## src/rtl/register_file_if.sv

```systemverilog
// ---------------------------------------------------------------------------
// register_file_if
//   Bus between the multi-cycle MIPS datapath and its architectural register
//   file: two read ports (operand fetch) and one write port (writeback).
//
//   Parameters
//     NUM_REGISTERS : number of architectural registers (power of two, >= 2)
//     DATA_WIDTH    : register width in bits
//
//   Signals
//     A1, A2 : read port 1/2 address          (master -> slave)
//     A3     : write port address             (master -> slave)
//     WD3    : write data                     (master -> slave)
//     WE3    : write enable, active high      (master -> slave)
//     RD1    : read port 1 data               (slave  -> master)
//     RD2    : read port 2 data               (slave  -> master)
//
//   Modports
//     master : datapath / control side
//     slave  : register file side
// ---------------------------------------------------------------------------
interface register_file_if #(
  parameter int NUM_REGISTERS = 32,
  parameter int DATA_WIDTH    = 32
);
  localparam int ADDR_WIDTH = $clog2(NUM_REGISTERS);

  logic [ADDR_WIDTH-1:0] A1;
  logic [ADDR_WIDTH-1:0] A2;
  logic [ADDR_WIDTH-1:0] A3;
  logic [DATA_WIDTH-1:0] WD3;
  logic                  WE3;
  logic [DATA_WIDTH-1:0] RD1;
  logic [DATA_WIDTH-1:0] RD2;

  modport master (
    output A1,
    output A2,
    output A3,
    output WD3,
    output WE3,
    input  RD1,
    input  RD2
  );

  modport slave (
    input  A1,
    input  A2,
    input  A3,
    input  WD3,
    input  WE3,
    output RD1,
    output RD2
  );
endinterface

```

## src/rtl/register_file.sv

```systemverilog
// ---------------------------------------------------------------------------
// register_file
//   General-purpose register file for the multi-cycle MIPS datapath.
//   NUM_REGISTERS x DATA_WIDTH registers, two combinational read ports and
//   one write port clocked on the rising edge of clk. Register 0 reads as
//   zero and silently discards writes (it has no storage at all).
//
//   Ports
//     clk    : clock, all state updates on the rising edge
//     rst_n  : synchronous active-low reset, clears every register;
//              takes priority over a simultaneous write
//     bus    : register_file_if.slave
//              A1/A2 -> RD1/RD2 combinational reads,
//              A3/WD3/WE3 write port sampled at the rising edge
//
//   Build option
//     REGFILE_BYPASS_EN : when defined, a write that is being presented
//       (WE3=1, A3!=0) is forwarded combinationally to any read port whose
//       address matches A3. Forwarding is suppressed while rst_n=0.
//       When undefined, reads always reflect stored state.
// ---------------------------------------------------------------------------
module register_file #(
  parameter int NUM_REGISTERS = 32,
  parameter int DATA_WIDTH    = 32
) (
  input  logic            clk,
  input  logic            rst_n,
  register_file_if.slave  bus
);
  localparam int ADDR_WIDTH = $clog2(NUM_REGISTERS);

  // Flattened view of all registers; entry 0 is a constant zero.
  logic [DATA_WIDTH-1:0] w_regs [NUM_REGISTERS];
  logic [DATA_WIDTH-1:0] w_rd1;
  logic [DATA_WIDTH-1:0] w_rd2;

  genvar gi;
  generate
    for (gi = 0; gi < NUM_REGISTERS; gi++) begin : g_reg
      if (gi == 0) begin : g_zero
        // Hardwired zero: no flop, writes to address 0 fall on the floor.
        assign w_regs[gi] = '0;
      end else begin : g_flop
        logic                  w_we;
        logic [DATA_WIDTH-1:0] r_data;

        assign w_we = bus.WE3 && (bus.A3 == ADDR_WIDTH'(gi));

        always_ff @(posedge clk) begin
          if (!rst_n) begin
            r_data <= '0;
          end else if (w_we) begin
            r_data <= bus.WD3;
          end
        end

        assign w_regs[gi] = r_data;
      end
    end
  endgenerate

  // NUM_REGISTERS is a power of two, so every address selects a real entry.
  assign w_rd1 = w_regs[bus.A1];
  assign w_rd2 = w_regs[bus.A2];

`ifdef REGFILE_BYPASS_EN
  logic w_wr_live;
  logic w_fwd1;
  logic w_fwd2;

  // A write is only worth forwarding if it will actually land in storage.
  assign w_wr_live = rst_n && bus.WE3 && (bus.A3 != '0);
  assign w_fwd1    = w_wr_live && (bus.A1 == bus.A3);
  assign w_fwd2    = w_wr_live && (bus.A2 == bus.A3);

  assign bus.RD1 = w_fwd1 ? bus.WD3 : w_rd1;
  assign bus.RD2 = w_fwd2 ? bus.WD3 : w_rd2;
`else
  assign bus.RD1 = w_rd1;
  assign bus.RD2 = w_rd2;
`endif

endmodule

```

## src/flat_wrapper.sv

```systemverilog
// flat-port wrapper written by rule: the top's interface ports become plain ports
module register_file_flat 
#(
  parameter int NUM_REGISTERS = 32,
  parameter int DATA_WIDTH    = 32
)
  (clk, rst_n, bus_A1, bus_A2, bus_A3, bus_WD3, bus_WE3, bus_RD1, bus_RD2);
  register_file_if #(.NUM_REGISTERS(NUM_REGISTERS), .DATA_WIDTH(DATA_WIDTH)) bus_i ();
  input  logic clk;
  input  logic rst_n;
  input wire logic [$bits(bus_i.A1)-1:0] bus_A1;
  input wire logic [$bits(bus_i.A2)-1:0] bus_A2;
  input wire logic [$bits(bus_i.A3)-1:0] bus_A3;
  input wire logic [$bits(bus_i.WD3)-1:0] bus_WD3;
  input wire logic [$bits(bus_i.WE3)-1:0] bus_WE3;
  output wire logic [$bits(bus_i.RD1)-1:0] bus_RD1;
  output wire logic [$bits(bus_i.RD2)-1:0] bus_RD2;
  assign bus_i.A1 = bus_A1;
  assign bus_i.A2 = bus_A2;
  assign bus_i.A3 = bus_A3;
  assign bus_i.WD3 = bus_WD3;
  assign bus_i.WE3 = bus_WE3;
  assign bus_RD1 = bus_i.RD1;
  assign bus_RD2 = bus_i.RD2;
  register_file #(.NUM_REGISTERS(NUM_REGISTERS), .DATA_WIDTH(DATA_WIDTH)) u_core (.clk(clk), .rst_n(rst_n), .bus(bus_i));
endmodule
```

## config.mk

```make
export PLATFORM = sky130hd
export DESIGN_NAME = register_file_flat
export DESIGN_NICKNAME = d
export VERILOG_FILES = /design/src/rtl/register_file_if.sv /design/src/rtl/register_file.sv /design/src/flat_wrapper.sv
export SDC_FILE = /design/constraint.sdc
export NUM_CORES = 2
export LEC_CHECK = 0
export CAP_MARGIN = 10
export CORE_ASPECT_RATIO = 1.5
export CORE_UTILIZATION = 30
export CTS_BUF_LIST = sky130_fd_sc_hd__clkbuf_2 sky130_fd_sc_hd__clkbuf_4 sky130_fd_sc_hd__clkbuf_8
export DETAILED_ROUTE_END_ITERATION = 12
export RECOVER_POWER = 100
export REMOVE_ABC_BUFFERS = 1
export SYNTH_ARGS = -nofsm -noshare
export SYNTH_HDL_FRONTEND = slang
export SYNTH_SLANG_ARGS = --single-unit
export TNS_END_PERCENT = 1
```

## constraint.sdc

```tcl
create_clock -name clk -period 2 [get_ports clk]
set_input_delay 0.4 -clock clk [delete_from_list [all_inputs] [get_ports clk]]
set_output_delay 0.4 -clock clk [all_outputs]
set_load 0.005 [all_outputs]
```

After elaboration in Yosys (flattened, before gate mapping)
Cells that the tools add are included.

Memories kept: 0. Bits in writable memories: 0. Latch bits: 0. Input bits: 50. Logic and storage cells: 103. ROM bits: 0. Register bits: 992.

Multiply operators: 0. Div/mod/pow operators: 0. Eq/ne operators: 31. $add $sub $neg: 0. Shifts and indexed selects: 0. Reductions and logical operators: 31. $lt $le $gt $ge: 2. Muxes and demuxes: 6. Bitwise logic cells: 2.

Operator list (number): binary-select mux 32 bit (select 5 bit) (2); 2-to-1 mux 32 bit (4); equality test 5 bit (second input constant) (16); equality test 5 x 4 -> 1 bit (second input constant) (8); logical AND 1 bit (31); equality test 5 x 3 -> 1 bit (second input constant) (4); >= comparator 6 bit (second input constant) (2); NOT 5 -> 6 bit (2); equality test 5 x 2 -> 1 bit (second input constant) (2); equality test 5 x 1 -> 1 bit (second input constant) (1).

Longest topological paths before layout
Word-level depth: 4. Mapped depth: 9.

Least setup slack after synthesis
No wires, ideal clock.

Path type: in2out. Start: in bus_A2[0]. End: out bus_RD2[10]. Arrival: 1.727 ns. Buffers on the path: 2. Path slack: -0.127 ns. Stages on the path: 7. Data required time: 1.600 ns. Path through: buf_4 buf_2 mux4_2 nor2b_1 nor3_1 a31oi_1 nand3_1.

Word-level cells in the longest chain between the ends: 4.

Ends and longest elaborated chain: start: declaration (RTL line flat_wrapper.sv:12) `input wire logic [$bits(bus_i.A2)-1:0] bus_A2;`; NOT 5 -> 6 bit (implied by the code) (RTL line register_file.sv:64) `assign w_rd2 = w_regs[bus.A2];`; binary-select mux 32 bit (select 5 bit) (RTL line register_file.sv:64); 2-to-1 mux 32 bit (implied by the code) (2 in series) (RTL line register_file.sv:64); end: declaration (RTL line flat_wrapper.sv:17) `output wire logic [$bits(bus_i.RD2)-1:0] bus_RD2;`.

Every way passes these cells. The select of a mux whose other input is x is not followed.

Final worst setup path
Start: reg u_core.g_reg[6].g_flop.r_data[5]. End: out bus_RD1[5].

Word-level cells in the longest chain between the ends: 3.

Ends and longest elaborated chain: start: declaration (RTL line register_file.sv:45) `logic [DATA_WIDTH-1:0] r_data;`; start signal: assignment (RTL line register_file.sv:53) `r_data <= bus.WD3;`; binary-select mux 32 bit (select 5 bit) (RTL line register_file.sv:63) `assign w_rd1 = w_regs[bus.A1];`; 2-to-1 mux 32 bit (implied by the code) (2 in series) (RTL line register_file.sv:63); end: declaration (RTL line flat_wrapper.sv:16) `output wire logic [$bits(bus_i.RD1)-1:0] bus_RD1;`.

Every way passes these cells. The select of a mux whose other input is x is not followed.

==> results.md <==
- Slew @ Worst Pin: between 0.9 and 1 ns
- EDFF count, synth: 0
- Yosys reg bits: 992
- Clk_lat worst skew: between 0.8 and 0.9 ns
- Mapped Cells: ~6,600
- Utilization after layout: a little under two fifths
- Die W: about 350 um
- WL met3: 15,300 um
- Top reg by flops: u_core.g.g_flop.r_data
- Simple-Gate Fraction of Synth Area: 19.0%
- Final Cycle Share: 153%
- Sequential cell area: a little under 20,000 um^2
- Synth unique cells: 35
- H-Tree Depth: 4
- Largest family of logic cells by synthesized area: compound AO/OA/AOI/OAI gates
- Drt first pass iters: 6
- Power, Total: around 45 mW
- Rel. slew slack: about two fifths
- Wl on met1: between 80,000 and 90,000 um
- Hold Startpoint: bus_WD3[26]
- Cell Area, Synth: roughly 54,000 um^2
- Final hold vios: 0
- Critical path's slowest cell: mux4_2
- I/O Buffers: between 100 and 150
- Fin. max-slew vios: 0
- Post-synthesis sequential area ratio: approximately 37%
- Top Layer Used: met5
- Final hold slack: 0.297 ns
- Final setup TNS: -66.08 ns
- Met2 WL post-DR: ~100,000 um
- Sink Count: between 900 and 1,000
- Mux cell area share after synthesis: 18.2%
- CTS clk-pin slew, worst paths: around 0.07 ns
- Root Driver: clkbuf_8
- Fmax: 327 MHz
- Post-route cell area: between 60,000 and 70,000 um^2
- Row cnt: 190
- Adder-cell share of the synthesized area: 0%
- # IOs: about 110
- Worst reg2reg path startpoint: u_core.g_reg[8].g_flop.r_data[23]$_SDFFE_PN0P_
- # DRC: 0
- Mean Syn Cell Area: between 8 and 9 um^2
- Synth Area in Compound Gates: 20.3%
- First-pass GRT wire length: 324,000 um
- Area taken by multi-input logic gates: around 32,000 um^2
- GR Util All Layers: a little under a quarter
- Vias in the first global route: 50,700
- Die Y: 522 um
- Vias: 51,000
- Crit-path cells: buf_4, mux4_2, nor2b_1, nor3_1, a31oi_1, nand3_2, buf_6
- Vias per cell: about 5.4
- Worst setup path startpoint: u_core.g_reg[6].g_flop.r_data[5]$_SDFFE_PN0P_
- Total wire length: about 220,000 um
- Max-Cap Viols: 0
- Critical path class: reg2out
- Largest register FFs: around 990
- Avg WL per Cell: 23.4 um
- Arrival time at the worst endpoint: ~2.7 ns
- Setup crit start kind: flop
- Core ar.: ~180,000 um^2
- Yosys warns: 0
- HP Class: in2reg
- Clk buf depth: 4
- Req. time, crit path: 1.60 ns
- Pwr/cell area: slightly below 700 nW/um^2
- Cts bufs inserted: 160
- XOR/XNOR Fraction of Synth Area: 0%
- TritonCTS clock tree: built
- FFs w/ async S/R, synth: 0%
- Die area: around 180,000 um^2
- Worst Skew: 0 ns
- Initial antenna violation count: 4
- Largest registers: u_core.g.g_flop.r_data: 992 flops
- Worst-path fanout max: 2
- Remaining antenna violation count: 0
- Final net count: 6,909
- Top_reg_cell synth: dfxtp_1
- CP peak stage delay: 0.44 ns
- GP Congestion: about 0.93
- Crit. End Element: output port
- Setup Viol. Count Final: a little under 200
- Share of cells above drive strength 1: 18.7%
- Gr ovfl total: 0
- Unrepaired setup endpoints after global routing: yes
- Starting Density: slightly above 30%
- Detail Placement HPWL: roughly 140,000 um
- Pin count of the biggest net entering global routing: 95
- Fin worst setup slack: -1.06 ns
- Leakage: ~25 nW
- Outcome: finished with violations
- DP Area: 63,100 um^2
- Failing checks: setup timing
- DR iter-0 viols: roughly 4,500
- Period minus WS final: roughly 3.1 ns
- Fill count: between 15,000 and 20,000
- Layout area overhead: 23.4%
- Peak VDD IR: between 400 and 500 uV
-- layer usage --
| metal | global-route usage (%) | vias up |
|---|---|---|
| met1 | 27.9 | 24700 |
| met5 | 0 | - |
| met2 | 39.1 | 2350 |
| met4 | 14.8 | 4 |
| met3 | 3.46 | 734 |
| li1 | - | 23200 |
-- cells by family (layout without fill, tap and decap cells) --
family	count (synthesis)	count (layout)
multiplexers	896	896
AO/OA/AOI/OAI	1504	1504
buffers and inverters	652	1034
flip-flops	992	992
other	0	4
AND/OR/NAND/NOR	2536	2536
-- Yosys cell counts (2+ instances only) --
master | count | share of area (%)
nor4_4 | 3 | 0.12
a22oi_1 | 256 | 3.6
nor3_1 | 65 | 0.60
a221oi_1 | 64 | 1.0
nand2_2 | 2 | 0.023
nand2b_1 | 5 | 0.058
nor2b_1 | 74 | 0.86
or2_1 | 2 | 0.023
nor2_1 | 17 | 0.12
nor2_2 | 4 | 0.046
nand2b_4 | 2 | 0.051
dfxtp_1 | 992 | 37
nor3_2 | 10 | 0.19
mux2i_1 | 768 | 14
or2_2 | 2 | 0.023
buf_1 | 15 | 0.10
nand3_1 | 192 | 1.8
nor4_2 | 5 | 0.12
a21boi_0 | 710 | 9.9
buf_4 | 53 | 0.74
mux2_2 | 64 | 1.3
clkbuf_1 | 369 | 2.6
a31oi_1 | 64 | 0.74
a21boi_1 | 282 | 3.9
a21oi_1 | 128 | 1.2
and2_1 | 4 | 0.046
buf_2 | 182 | 1.7
mux4_2 | 64 | 2.7
buf_6 | 31 | 0.65
nand2_1 | 2146 | 15
-- layout make-up --
class                      instances  area share, %
sequential                       992           29.8
timing repair buffer             769           12.3
clock inverter                    40          0.682
clock buffer                     225           4.32
multi-input combinational       4936           48.4
antenna                            4         0.0150
tap                             2400           4.50
-- where the power goes --
part	internal, mW	total [mW]	leakage (nW)	switching, mW
clock network	10.4	19.3	1.77	8.81
logic	2.44	5.87	14.7	3.43
registers	19.9	20.0	8.01	0.110
-- what timing repair did --
item | CTS | global route
setup buffers | 0 | 1
gates resized for setup | 336 | 47
setup endpoints to repair | 64 | 64
pin swaps | 53 | 11
endpoints found under the hold margin | 14 | 0
hold buffers | 1 | 0
-- cell usage in the layout, fill, tap and decap left out, drive strengths merged --
| cell | netlist | layout |
|---|---|---|
| nand4 | 1 | 1 |
| a31oi | 64 | 64 |
| a21boi | 992 | 992 |
| nor2 | 21 | 21 |
| bufinv | 0 | 9 |
| nor3 | 76 | 76 |
| a22oi | 256 | 256 |
| buf | 283 | 642 |
| nand2 | 2148 | 2148 |
| and2 | 4 | 4 |
| nor4 | 8 | 8 |
| clkbuf | 369 | 274 |
| dfxtp | 992 | 992 |
| mux2i | 768 | 768 |
| clkinv | 0 | 25 |
| clkdlybuf4s50 | 0 | 39 |
| mux2 | 64 | 64 |
| dlygate4sd2 | 0 | 11 |
| a21oi | 128 | 128 |
| nand2b | 7 | 7 |
| nor2b | 74 | 74 |
| mux4 | 64 | 64 |
| or2 | 5 | 5 |
| a221oi | 64 | 64 |
| diode | 0 | 4 |
| clkdlybuf4s15 | 0 | 25 |
| inv | 0 | 3 |
| dlygate4sd3 | 0 | 3 |
| clkinvlp | 0 | 3 |
| nand3 | 192 | 192 |
-- metrics by stage --
step / cells / worst slack (ns)
final: 9366 / -1.06
after global routing: 9363 / -1.09
after CTS: 9361 / -1.06
after detailed placement: 9098 / -1.43
after global placement: 9098 / -1.43
after floorplan: 5928 / -2.64
-- critical path: cells and delay by family (launching register included) --
kind / cells / cell delay, ns
multiplexers: 1 / 0.44
AND/OR/NAND/NOR: 3 / 0.42
flip-flops: 1 / 0.32
buffers and inverters: 2 / 0.31
AO/OA/AOI/OAI: 1 / 0.26
-- path summary, 6_finish.rpt --
check	to	slack, ns	cells past startpoint
max	bus_RD1[5]	-1.06	7
min	u_core.g_reg[7].g_flop.r_data[26]$_SDFFE_PN0P_	0.30	4
max reg2reg	u_core.g_reg[8].g_flop.r_data[23]$_SDFFE_PN0P_	1.20	3
min reg2reg	u_core.g_reg[29].g_flop.r_data[6]$_SDFFE_PN0P_	0.47	2
No activity file was read; power rests on OpenSTA's default activity.
